[src/rtl/clk_div_monitor.sv]
// Checks a divided clock derived from clk: measures period and high time in clk
// cycles, compares against expected values, tracks lock and flags loss of lock.
module clk_div_monitor #(
    parameter int CNT_W       = 8,
    parameter int LOCK_CYCLES = 4
) (
    input  logic             clk,
    input  logic             rst_n,
    input  logic             clk_div_in,
    input  logic [CNT_W-1:0] exp_n,
    input  logic [CNT_W-1:0] exp_high,
    input  logic             clr_err,
    output logic [CNT_W-1:0] period,
    output logic [CNT_W-1:0] high_time,
    output logic             meas_valid,
    output logic             match,
    output logic             locked,
    output logic             err,
    output logic [1:0]       dbg_state
);

    typedef enum logic [1:0] {
        ST_IDLE  = 2'd0,
        ST_TRACK = 2'd1,
        ST_LOCK  = 2'd2
    } state_t;

    localparam logic [CNT_W-1:0] CNT_MAX = {CNT_W{1'b1}};
    localparam logic [CNT_W-1:0] CNT_PRE = {{(CNT_W-1){1'b1}}, 1'b0};
    localparam logic [CNT_W-1:0] MIN_N   = CNT_W'(2);
    localparam logic [3:0]       LOCK_N  = 4'(LOCK_CYCLES);

    state_t           r_state;
    logic             r_prev;
    logic [CNT_W-1:0] r_cnt;
    logic [CNT_W-1:0] r_hcnt;
    logic [3:0]       r_good;

    logic       w_rise;
    logic       w_match;
    logic       w_timeout;
    logic       w_err_set;
    logic [3:0] w_good_inc;

    assign w_rise     = clk_div_in & ~r_prev;
    assign w_match    = (r_cnt == exp_n) && (r_hcnt == exp_high) && (exp_n >= MIN_N);
    // Timeout fires on the edge where cnt steps into saturation, so it happens once.
    assign w_timeout  = !w_rise && (r_cnt == CNT_PRE) && (r_state != ST_IDLE);
    assign w_err_set  = (r_state == ST_LOCK) && ((w_rise && !w_match) || w_timeout);
    assign w_good_inc = r_good + 4'd1;
    assign dbg_state  = r_state;

    // Previous sample resets high so an input already high at release is no edge.
    always_ff @(posedge clk or negedge rst_n) begin
        if (!rst_n) begin
            r_prev <= 1'b1;
            r_cnt  <= '0;
            r_hcnt <= '0;
        end else begin
            r_prev <= clk_div_in;
            if (w_rise) begin
                r_cnt  <= CNT_W'(1);
                r_hcnt <= CNT_W'(1);
            end else begin
                if (r_cnt != CNT_MAX) begin
                    r_cnt <= r_cnt + CNT_W'(1);
                end
                if (clk_div_in && (r_hcnt != CNT_MAX)) begin
                    r_hcnt <= r_hcnt + CNT_W'(1);
                end
            end
        end
    end

    always_ff @(posedge clk or negedge rst_n) begin
        if (!rst_n) begin
            r_state    <= ST_IDLE;
            r_good     <= 4'd0;
            period     <= '0;
            high_time  <= '0;
            meas_valid <= 1'b0;
            match      <= 1'b0;
            locked     <= 1'b0;
            err        <= 1'b0;
        end else begin
            meas_valid <= 1'b0;
            if (w_err_set) begin
                err <= 1'b1;
            end else if (clr_err) begin
                err <= 1'b0;
            end
            case (r_state)
                ST_IDLE: begin
                    r_good <= 4'd0;
                    if (w_rise) begin
                        r_state <= ST_TRACK;
                    end
                end
                ST_TRACK: begin
                    if (w_timeout) begin
                        r_state <= ST_IDLE;
                        r_good  <= 4'd0;
                        locked  <= 1'b0;
                        match   <= 1'b0;
                    end else if (w_rise) begin
                        period     <= r_cnt;
                        high_time  <= r_hcnt;
                        meas_valid <= 1'b1;
                        match      <= w_match;
                        if (w_match) begin
                            r_good <= w_good_inc;
                            if (w_good_inc == LOCK_N) begin
                                r_state <= ST_LOCK;
                                locked  <= 1'b1;
                            end
                        end else begin
                            r_good <= 4'd0;
                        end
                    end
                end
                ST_LOCK: begin
                    if (w_timeout) begin
                        r_state <= ST_IDLE;
                        r_good  <= 4'd0;
                        locked  <= 1'b0;
                        match   <= 1'b0;
                    end else if (w_rise) begin
                        period     <= r_cnt;
                        high_time  <= r_hcnt;
                        meas_valid <= 1'b1;
                        match      <= w_match;
                        if (!w_match) begin
                            r_state <= ST_TRACK;
                            r_good  <= 4'd0;
                            locked  <= 1'b0;
                        end
                    end
                end
                default: begin
                    r_state <= ST_IDLE;
                    r_good  <= 4'd0;
                end
            endcase
        end
    end

endmodule

[config.mk]
export PLATFORM = sky130hd
export DESIGN_NAME = clk_div_monitor
export DESIGN_NICKNAME = d
export VERILOG_FILES = /design/src/rtl/clk_div_monitor.sv
export SDC_FILE = /design/constraint.sdc
export NUM_CORES = 1
export LEC_CHECK = 0
export CAP_MARGIN = 20
export CORE_MARGIN = 1.5
export CORE_UTILIZATION = 40
export CTS_BUF_LIST = sky130_fd_sc_hd__clkbuf_4 sky130_fd_sc_hd__clkbuf_8 sky130_fd_sc_hd__clkbuf_16
export DETAILED_ROUTE_END_ITERATION = 8
export DONT_BUFFER_PORTS = 1
export REMOVE_ABC_BUFFERS = 1
export SETUP_SLACK_MARGIN = 0.5
export SYNTH_ARGS = -nofsm -noshare
export SYNTH_HDL_FRONTEND = slang
export SYNTH_SLANG_ARGS = --single-unit
[constraint.sdc]
create_clock -name clk -period 2.1 [get_ports clk]
set_clock_uncertainty 0.1 [all_clocks]
set_input_delay 0.21 -clock clk [delete_from_list [all_inputs] [get_ports clk]]
set_output_delay 0.21 -clock clk [all_outputs]
set_load 0.05 [all_outputs]
==> results of run 1 <==
[registers in the layout (all words and copies together) (netlist names)]
name and cells:
high_time 8, r_prev 1, r_good 4, locked 1
match 1, r_hcnt 8, err 1, r_cnt 8
dbg_state 2, period 8, meas_valid 1
[cells in the mapped netlist, drive strengths merged]
master,instances
and4,1
and2,1
nand2,15
nand3,7
xor2,23
nand4b,1
o31a,1
nand4,3
a211oi,1
and3,5
xnor2,5
nand3b,3
a21bo,1
and4b,2
o21a,1
nor3,3
or2,1
nor2,19
a31oi,1
dfrtp,42
o22ai,2
inv,11
o211ai,1
ha,9
nor2b,3
mux2,16
a21boi,1
nand2b,1
dfstp,1
mux2i,1
nor4,5
o21ai,14
a21oi,3
a22o,2
a311o,1
clkbuf,4
nor3b,1
buf,4
[timing repair]
item,CTS,global route
cloned,0,2
hold buffers,4,0
resized for setup,51,15
endpoints found under the hold margin,46,0
pin swaps,31,15
setup endpoints to repair,35,36
setup buffers,14,8
[placed cells by master (no fill, tap or decap), drive strengths merged, types with 9 or more instances in the layout]
| master | Yosys | final |
|---|---|---|
| nor2 | 19 | 19 |
| inv | 11 | 11 |
| nand2 | 15 | 15 |
| o21ai | 14 | 14 |
| dfrtp | 42 | 42 |
| xor2 | 23 | 23 |
| ha | 9 | 9 |
| buf | 4 | 63 |
| mux2 | 16 | 16 |
[through the flow]
stage | setup TNS (ns) | total power, mW | hold slack [ns]
global route | -0.310 | 3.21 | 0.191
finish | -0.178 | 3.05 | 0.169
floorplan | -0.820 | 1.83 | -0.186
detailed placement | -0.0773 | 2.17 | -0.185
global placement | -0.0577 | 2.15 | -0.185
CTS | -0.0309 | 2.89 | 0.160
[area by class of cell]
cell class | instances | share of cell area, %
flip-flops and latches | 43 | 33.3
multi-input cells | 154 | 39.5
clock inverters | 3 | 0.619
well taps | 72 | 2.78
inverters | 11 | 1.35
clock buffers | 5 | 2.13
repair buffers | 68 | 20.3
[power groups by stage]
stage	combinational, mW	clock, mW	sequential, mW
2_1_floorplan	0.398	0	1.44
3_3_place_gp	0.773	0	1.38
3_5_place_dp	0.784	0	1.38
4_1_cts	0.977	0.546	1.37
5_1_grt	1.24	0.575	1.40
6_report	1.14	0.535	1.37
[worst min-delay path by stage]
stage | startpoint | end | slack, ns | cells past startpoint
floorplan | rst_n | dbg_state[0] | -0.19 | 0
global placement | rst_n | high_time[1] | -0.18 | 0
detailed placement | rst_n | high_time[7] | -0.19 | 0
CTS | clk_div_in | r_cnt[0] | 0.16 | 3
global route | clk_div_in | r_cnt[0] | 0.19 | 3
finish | clk_div_in | r_cnt[0] | 0.17 | 3
[per-layer routing]
metal / routed length, microns / share of wire (%)
met2: 3050 / 50
met5: 0 / 0
met3: 360 / 5.9
met4: 178 / 2.9
met1: 2540 / 41
[logic make-up (layout without fill, tap and decap cells)]
group           Yosys count  in the layout
compound gates           29             29
xor+xnor                 28             28
fa+ha+maj                 9              9
buf+inv                  19             87
flops                    43             43
mux                      17             17
simple gates             71             71
[critical path, cell delays in order (launching register included)]
cell	delay [ns]
dfrtp_1	0.41
buf_4	0.14
ha_1	0.20
or2_2	0.32
a21oi_1	0.18
nor2_1	0.08
a311o_2	0.39
mux2_4	0.30
==> flow_summary.yaml, run 1 <==
global_routing:
  antenna_found_initial: 0
  grt_max_degree: 44
  gr-usage-met3_pct: 4.42
  grt_pass1_wl_microns: 9240
  top_usage_layer: "met2"
  grt.met1_usage_pct: 25.5
  grt_pass1_vias: 1843
  grt_overflow: 0
  grt_use_total_pct: 19.6
  grtUsageMet2_pct: 31.0
clock_tree:
  cts_tree: "done"
  cts-buffers-inserted: 5
  root_buffer: "clkbuf_8"
  cts_htree_levels: 2
  clock_latency_ns: 0.31
  cts_buffer_depth: 2
  path_clk_slew_ns: 0.09
  cts.sinks: 43
cells_and_area:
  syn2layout_area_growth_pct: 42.5
  stdcell_count: 356
  seq_area_sq_um: 1080
  nFillCells: 440
  antenna_cells: 0
  layout-drive-gt1-share_pct: 43.3
  final_nets: 312
  stdcell_area_sq_um: 3240
  multi_input_area_sq_um: 1280
  fin_util_pct: 58.8
logic_synthesis:
  synth_largest_area_cell: "dfrtp_1"
  synth_top_area_share_pct: 46.3
  synth-seq-cells: 43
  synth_area_sq_um: 2270
  synth_top_family_by_area: "simple AND/OR/NAND/NOR gates"
  yosysUniqueCellTypes: 43
  synthXorXnorAreaFrac_pct: 11.1
  synth-compound-area-share_pct: 7.99
  post_synth_mux_area_share_pct: 8.54
  synthesis.instances: 216
  synthSimpleGateAreaFrac_pct: 16.3
  avgSynthCellArea_sq_um: 10.5
  synth.area.top_cells: "dfrtp_1 46%, xor2_1 8.5%, mux2_2 7.4%"
  ys_seq_area_share_pct: 47.4
  synthAdderAreaFrac_pct: 4.96
  yosys_warnings: 0
floorplanning:
  rows: 27
  die_x_microns: 78.3
  die_height_microns: 78.3
  start_util_pct: 41.2
  die_area_sq_um: 6140
  coreArea_sq_um: 5510
  top_level_ports: 42
worst_setup_path:
  crit_required_ns: 2.20
  worstSetupPathType: "register to register"
  cp_max_fo: 2
  end_kind: "register"
  crit_path_start_kind: "register"
  reg2reg_depth: 7
  r2r_start: "dbg_state[0]"
  critical_path.startpoint: "dbg_state[0]"
  setup.worst_path.end: "dbg_state[0]"
  reg2reg_slack_ns: -0.13
  reg2reg_to: "dbg_state[0]"
  arrival_ns: 2.33
min_path:
  hold_path_class: "input port to register"
sta:
  hold_viol_final: 0
  finalCriticalPeriod_ns: 2.23
  tightestPinTransition_ns: 0.527
  grt_setup_unrepaired: "yes"
  clock.fmax_mhz: 448
  drv_slew: 0
  setup_viol: 2
  min_period_over_period_pct: 106
  setup_slack_ns: -0.134
  slew-limit-headroom_pct: 64.8
routing:
  ant_nets: 0
  routed_via_density: 5.28
  drt-initial-drc-count: 126
  vias: 1880
  wl_microns: 6130
  drc: 0
  routedWlPerCell_microns: 17.2
  first_pass_iters: 4
placement:
  dpl.cell_count: 320
  pre_cts_slack_ns: -0.0773
  dpl.hpwl_microns: 3760
  place.port_buffers: 0
  place_area_sq_um: 2620
  gp_congestion: 0.886
power:
  power.share.sequential_pct: 45.0
  swShare_pct: 40.2
  peakVddDrop_mv: 0.525
  combPwrFrac_pct: 37.5
  p_per_area_nw_per_um2: 944
  p_int_mw: 1.83
  p_sw_mw: 1.23
  clkPwrFrac_pct: 17.5
  p_leak_nw: 1.55
run_status:
  violations: "negative setup slack"
  outcome: "complete, but fails checks"
run:
  maxCapViolCount: 0
Power figures use the tool's default switching activity.
==> run 2: changes to the inputs <==
Settings changed: CTS_BUF_LIST sky130_fd_sc_hd__clkbuf_4 sky130_fd_sc_hd__clkbuf_8 sky130_fd_sc_hd__clkbuf_16 to sky130_fd_sc_hd__clkbuf_16.
==> flow_summary.yaml, run 2 (synthesized netlist as in run 1, its figures left out) <==
run_status:
  outcome: "complete, but fails checks"
  violations: "negative setup slack"
cells_and_area:
  antenna_cells: 0
  final_cell_mix: "42 x dfrtp_1, 42 x buf_4, 22 x xor2_1"
  final_nets: 308
  stdcell_count: 352
  syn2layout_area_growth_pct: 41.7
  layout-drive-gt1-share_pct: 42.1
  nFillCells: 432
  stdcell_area_sq_um: 3220
power:
  p_leak_nw: 1.55
  p_per_area_nw_per_um2: 1000
  finalPower_mw: 3.22
  peakVddDrop_mv: 0.494
worst_setup_path:
  crit_path_start_kind: "register"
  critPathTopFamily: "compound AO/OA/AOI/OAI gates"
  arrival_ns: 2.23
  r2r_start: "r_hcnt[2]"
  slowest_delay_ns: 0.41
  end_kind: "register"
  crit_chain: "xor2_1 -> nor4_1 -> nand2_1 -> o31a_1 -> a311o_2 -> mux2_4"
  critPathSlowestCell: "dfrtp_1"
  cp.buffers_inverters: 0
  crit_required_ns: 2.17
  cp_max_fo: 2
  worstSetupPathType: "register to register"
  critical_path.startpoint: "r_hcnt[2]"
floorplanning:
  die_x_microns: 78.3
  die_area_sq_um: 6140
  die_height_microns: 78.3
  top_level_ports: 42
  start_util_pct: 41.2
  rows: 27
  coreArea_sq_um: 5510
sta:
  min_period_over_period_pct: 103
  clock.fmax_mhz: 462
  grt_setup_unrepaired: "yes"
  setup_slack_ns: -0.0631
  hold_viol_final: 0
  slew-limit-headroom_pct: 65.4
  hold_slack_ns: 0.0150
  setup_viol: 1
  tightestPinTransition_ns: 0.519
  drv_slew: 0
  finalCriticalPeriod_ns: 2.16
clock_tree:
  path_clk_slew_ns: 0.07
  root_buffer: "clkbuf_16"
  cts_buffer_depth: 2
  cts.sinks: 43
  cts-buffers-inserted: 5
  clock_latency_ns: 0.29
  cts_htree_levels: 2
  cts_tree: "done"
placement:
  place_area_sq_um: 2620
  dpl.cell_count: 320
  gp_congestion: 0.886
  dpl.hpwl_microns: 3760
  place.port_buffers: 0
global_routing:
  grt_use_total_pct: 19.5
  grt_max_degree: 44
  antenna_found_initial: 0
  grt_pass1_wl_microns: 9140
  grt_overflow: 0
  grt_pass1_vias: 1786
run:
  maxCapViolCount: 0
min_path:
  hold_path_class: "input port to register"
  hold_start: "clr_err"
routing:
  drt-initial-drc-count: 123
  routedWlPerCell_microns: 17.1
  wl_microns: 6010
  routed_via_density: 5.16
  first_pass_iters: 4
  vias: 1816
  ant_nets: 0
  drc: 0
## run 2: cell count changes in the layout (fill, tap and decap cells not counted)
cell,before,now
dlygate4sd3_1,3,2
clkbuf_16,2,6
buf_6,19,17
ha_1,5,6
nor2b_2,0,1
clkbuf_8,5,0
nor2b_4,1,0
inv_1,9,10
inv_2,1,0
ha_4,3,2
## run 2: metrics by stage
step	utilization [%]	setup WS (ns)	setup TNS, ns
floorplan	-	-0.455	-0.820
global placement	47.6	-0.0577	-0.0577
detailed placement	47.6	-0.0773	-0.0773
CTS	56.4	-0.0305	-0.0305
global route	58.4	-0.176	-0.291
finish	58.4	-0.0631	-0.0631
## run 2: what timing repair did
| action | 4_1_cts | 5_1_grt |
|---|---|---|
| hold buffers | 3 | 0 |
| cloned | 0 | 1 |
| setup buffers | 13 | 7 |
| setup endpoints to repair | 34 | 33 |
| hold endpoints to repair | 45 | 0 |
| pin swaps | 25 | 15 |
| resized for setup | 51 | 10 |
## run 2: final timing paths
check	slack [ns]	cells past startpoint	end
max reg2reg	-0.06	6	dbg_state[0]
min reg2reg	0.44	2	r_hcnt[1]
max	-0.06	6	dbg_state[0]
max in group asynchronous	1.31	2	r_prev
min	0.01	2	err
min in group asynchronous	0.33	2	r_hcnt[2]
## run 2: final cells by class
class	instances	area (sq um)	area share (%)
Multi-Input combinational cell	154	1260	39.2
Inverter	11	43.8	1.36
Tap cell	72	90.1	2.80
Clock inverter	3	20.0	0.622
Sequential cell	43	1080	33.5
Timing Repair Buffer	64	599	18.6
Clock buffer	5	125	3.89
## run 2: metal layers
layer / up-vias / part of all wire, % / GRT usage [%]
met5: - / 0 / 0
met3: 6 / 4.9 / 4.65
met1: 904 / 43 / 25.9
li1: 870 / - / -
met2: 36 / 51 / 31.3
met4: 0 / 1.1 / 6.43
## run 2: power breakdown
group | internal, mW | switching (mW)
Sequential | 0.975 | 0.399
Clock | 0.438 | 0.332
Combinational | 0.571 | 0.501
==> run 3: changes to the inputs <==
Settings changed: CORE_UTILIZATION 40 to 55, PLACE_DENSITY set to 0.73, REMOVE_ABC_BUFFERS 1 to not set.
==> flow_summary.yaml, run 3 (synthesized netlist as in run 1, its figures left out) <==
run_status:
  outcome: "complete, but fails checks"
  violations: "negative setup slack"
worst_setup_path:
  crit_required_ns: 2.17
  critical_path.startpoint: "r_hcnt[1]"
  reg2reg_to: "dbg_state[0]"
  reg2reg_depth: 6
  reg2reg_slack_ns: -0.1
  setup.worst_path.end: "dbg_state[0]"
  crit_path_start_kind: "register"
  arrival_ns: 2.26
  r2r_start: "r_hcnt[1]"
  worstSetupPathType: "register to register"
  end_kind: "register"
  cp_max_fo: 2
global_routing:
  grt_max_degree: 44
  antenna_found_initial: 0
  grt_pass1_vias: 1906
  grt_pass1_wl_microns: 8940
  grt_use_total_pct: 27.4
  grt_overflow: 0
floorplanning:
  die_area_sq_um: 4520
  coreArea_sq_um: 3970
  start_util_pct: 57.2
  die_height_microns: 67.3
  rows: 23
  top_level_ports: 42
  die_x_microns: 67.3
sta:
  setup_tns_ns: -0.0954
  slew-limit-headroom_pct: 66.8
  min_period_over_period_pct: 105
  hold_viol_final: 0
  setup_slack_ns: -0.0954
  clock.fmax_mhz: 455
  tightestPinTransition_ns: 0.498
  setup_viol: 1
  grt_setup_unrepaired: "yes"
  finalCriticalPeriod_ns: 2.20
  drv_slew: 0
  hold_slack_ns: 0.0466
power:
  combPwrFrac_pct: 31.8
  p_per_area_nw_per_um2: 999
  swShare_pct: 39.3
  p_sw_mw: 1.22
  p_leak_nw: 1.49
  p_int_mw: 1.89
  finalPower_mw: 3.11
  peakVddDrop_mv: 0.644
  clkPwrFrac_pct: 23.9
  power.share.sequential_pct: 44.3
cells_and_area:
  syn2layout_area_growth_pct: 37.1
  final_common_cell: "dfrtp_1"
  antenna_cells: 0
  stdcell_count: 318
  stdcell_area_sq_um: 3110
  final_nets: 296
  fin_util_pct: 78.4
  final_cell_mix: "39 x dfrtp_1, 35 x buf_4, 22 x xor2_1"
  layout-drive-gt1-share_pct: 44.4
clock_tree:
  root_buffer: "clkbuf_16"
  cts_htree_levels: 2
  cts_buffer_depth: 2
  cts.sinks: 43
  cts-buffers-inserted: 5
  clock_latency_ns: 0.28
  cts_tree: "done"
  path_clk_slew_ns: 0.06
placement:
  place_area_sq_um: 2600
  dpl.hpwl_microns: 3650
  pre_cts_slack_ns: -0.0950
  dpl.cell_count: 288
  place.port_buffers: 0
  gp_congestion: 0.838
run:
  maxCapViolCount: 0
min_path:
  hold_start: "clr_err"
  hold_path_class: "input port to register"
routing:
  drc: 0
  drt-initial-drc-count: 108
  routedWlPerCell_microns: 19.5
  first_pass_iters: 4
  vias: 1876
  routed_via_density: 5.90
  ant_nets: 0
  wl_microns: 6190
logic_synthesis:
  syn_nets: 245
==> run 3: worst min-delay path by stage <==
stage              endpoint  slack (ns)  cells past startpoint
6_report                err        0.05                      2
5_1_grt                 err        0.04                      2
4_1_cts                 err        0.05                      2
3_5_place_dp   high_time[2]       -0.18                      0
3_3_place_gp      r_hcnt[6]       -0.18                      0
2_1_floorplan  dbg_state[0]       -0.19                      0
==> run 3: power groups by stage <==
stage	combinational [mW]	clock, mW	sequential [mW]
6_report	0.991	0.744	1.38
5_1_grt	1.07	0.793	1.40
4_1_cts	0.894	0.747	1.38
3_5_place_dp	0.798	0	1.39
3_3_place_gp	0.767	0	1.38
2_1_floorplan	0.525	0	1.42
==> run 3: critical path, cell delays in order (launching register included) <==
cell and delay, ns:
dfrtp_1 0.39, xor2_1 0.16, nor4_2 0.35, nand3_1 0.14
o31a_1 0.29, a311o_2 0.35, mux2_4 0.30
==> run 3: metal layers <==
layer	vias to the layer above	GRT usage (%)	part of all wire (%)	wire [microns]
met4	0	13.3	2.4	149
met1	947	30.2	39	2400
met2	65	47.3	53	3260
li1	847	-	-	-
met3	17	9.17	6.2	381
met5	-	0	0	0
==> run 3: timing repair <==
action / 4_1_cts / 5_1_grt
gates cloned: 0 / 0
pin swaps: 22 / 30
endpoints found under the hold margin: 45 / 0
setup endpoints to repair: 16 / 24
gates resized for setup: 30 / 25
setup buffers: 11 / 8
hold buffers: 3 / 0
==> run 3: cell type report <==
cell class | instances | area (sq um)
timing repair buffer | 52 | 460
fill | 240 | 857
tap | 50 | 62.6
multi-input combinational | 154 | 1330
clock inverter | 3 | 12.5
inverter | 11 | 41.3
clock buffer | 5 | 125
sequential | 43 | 1080
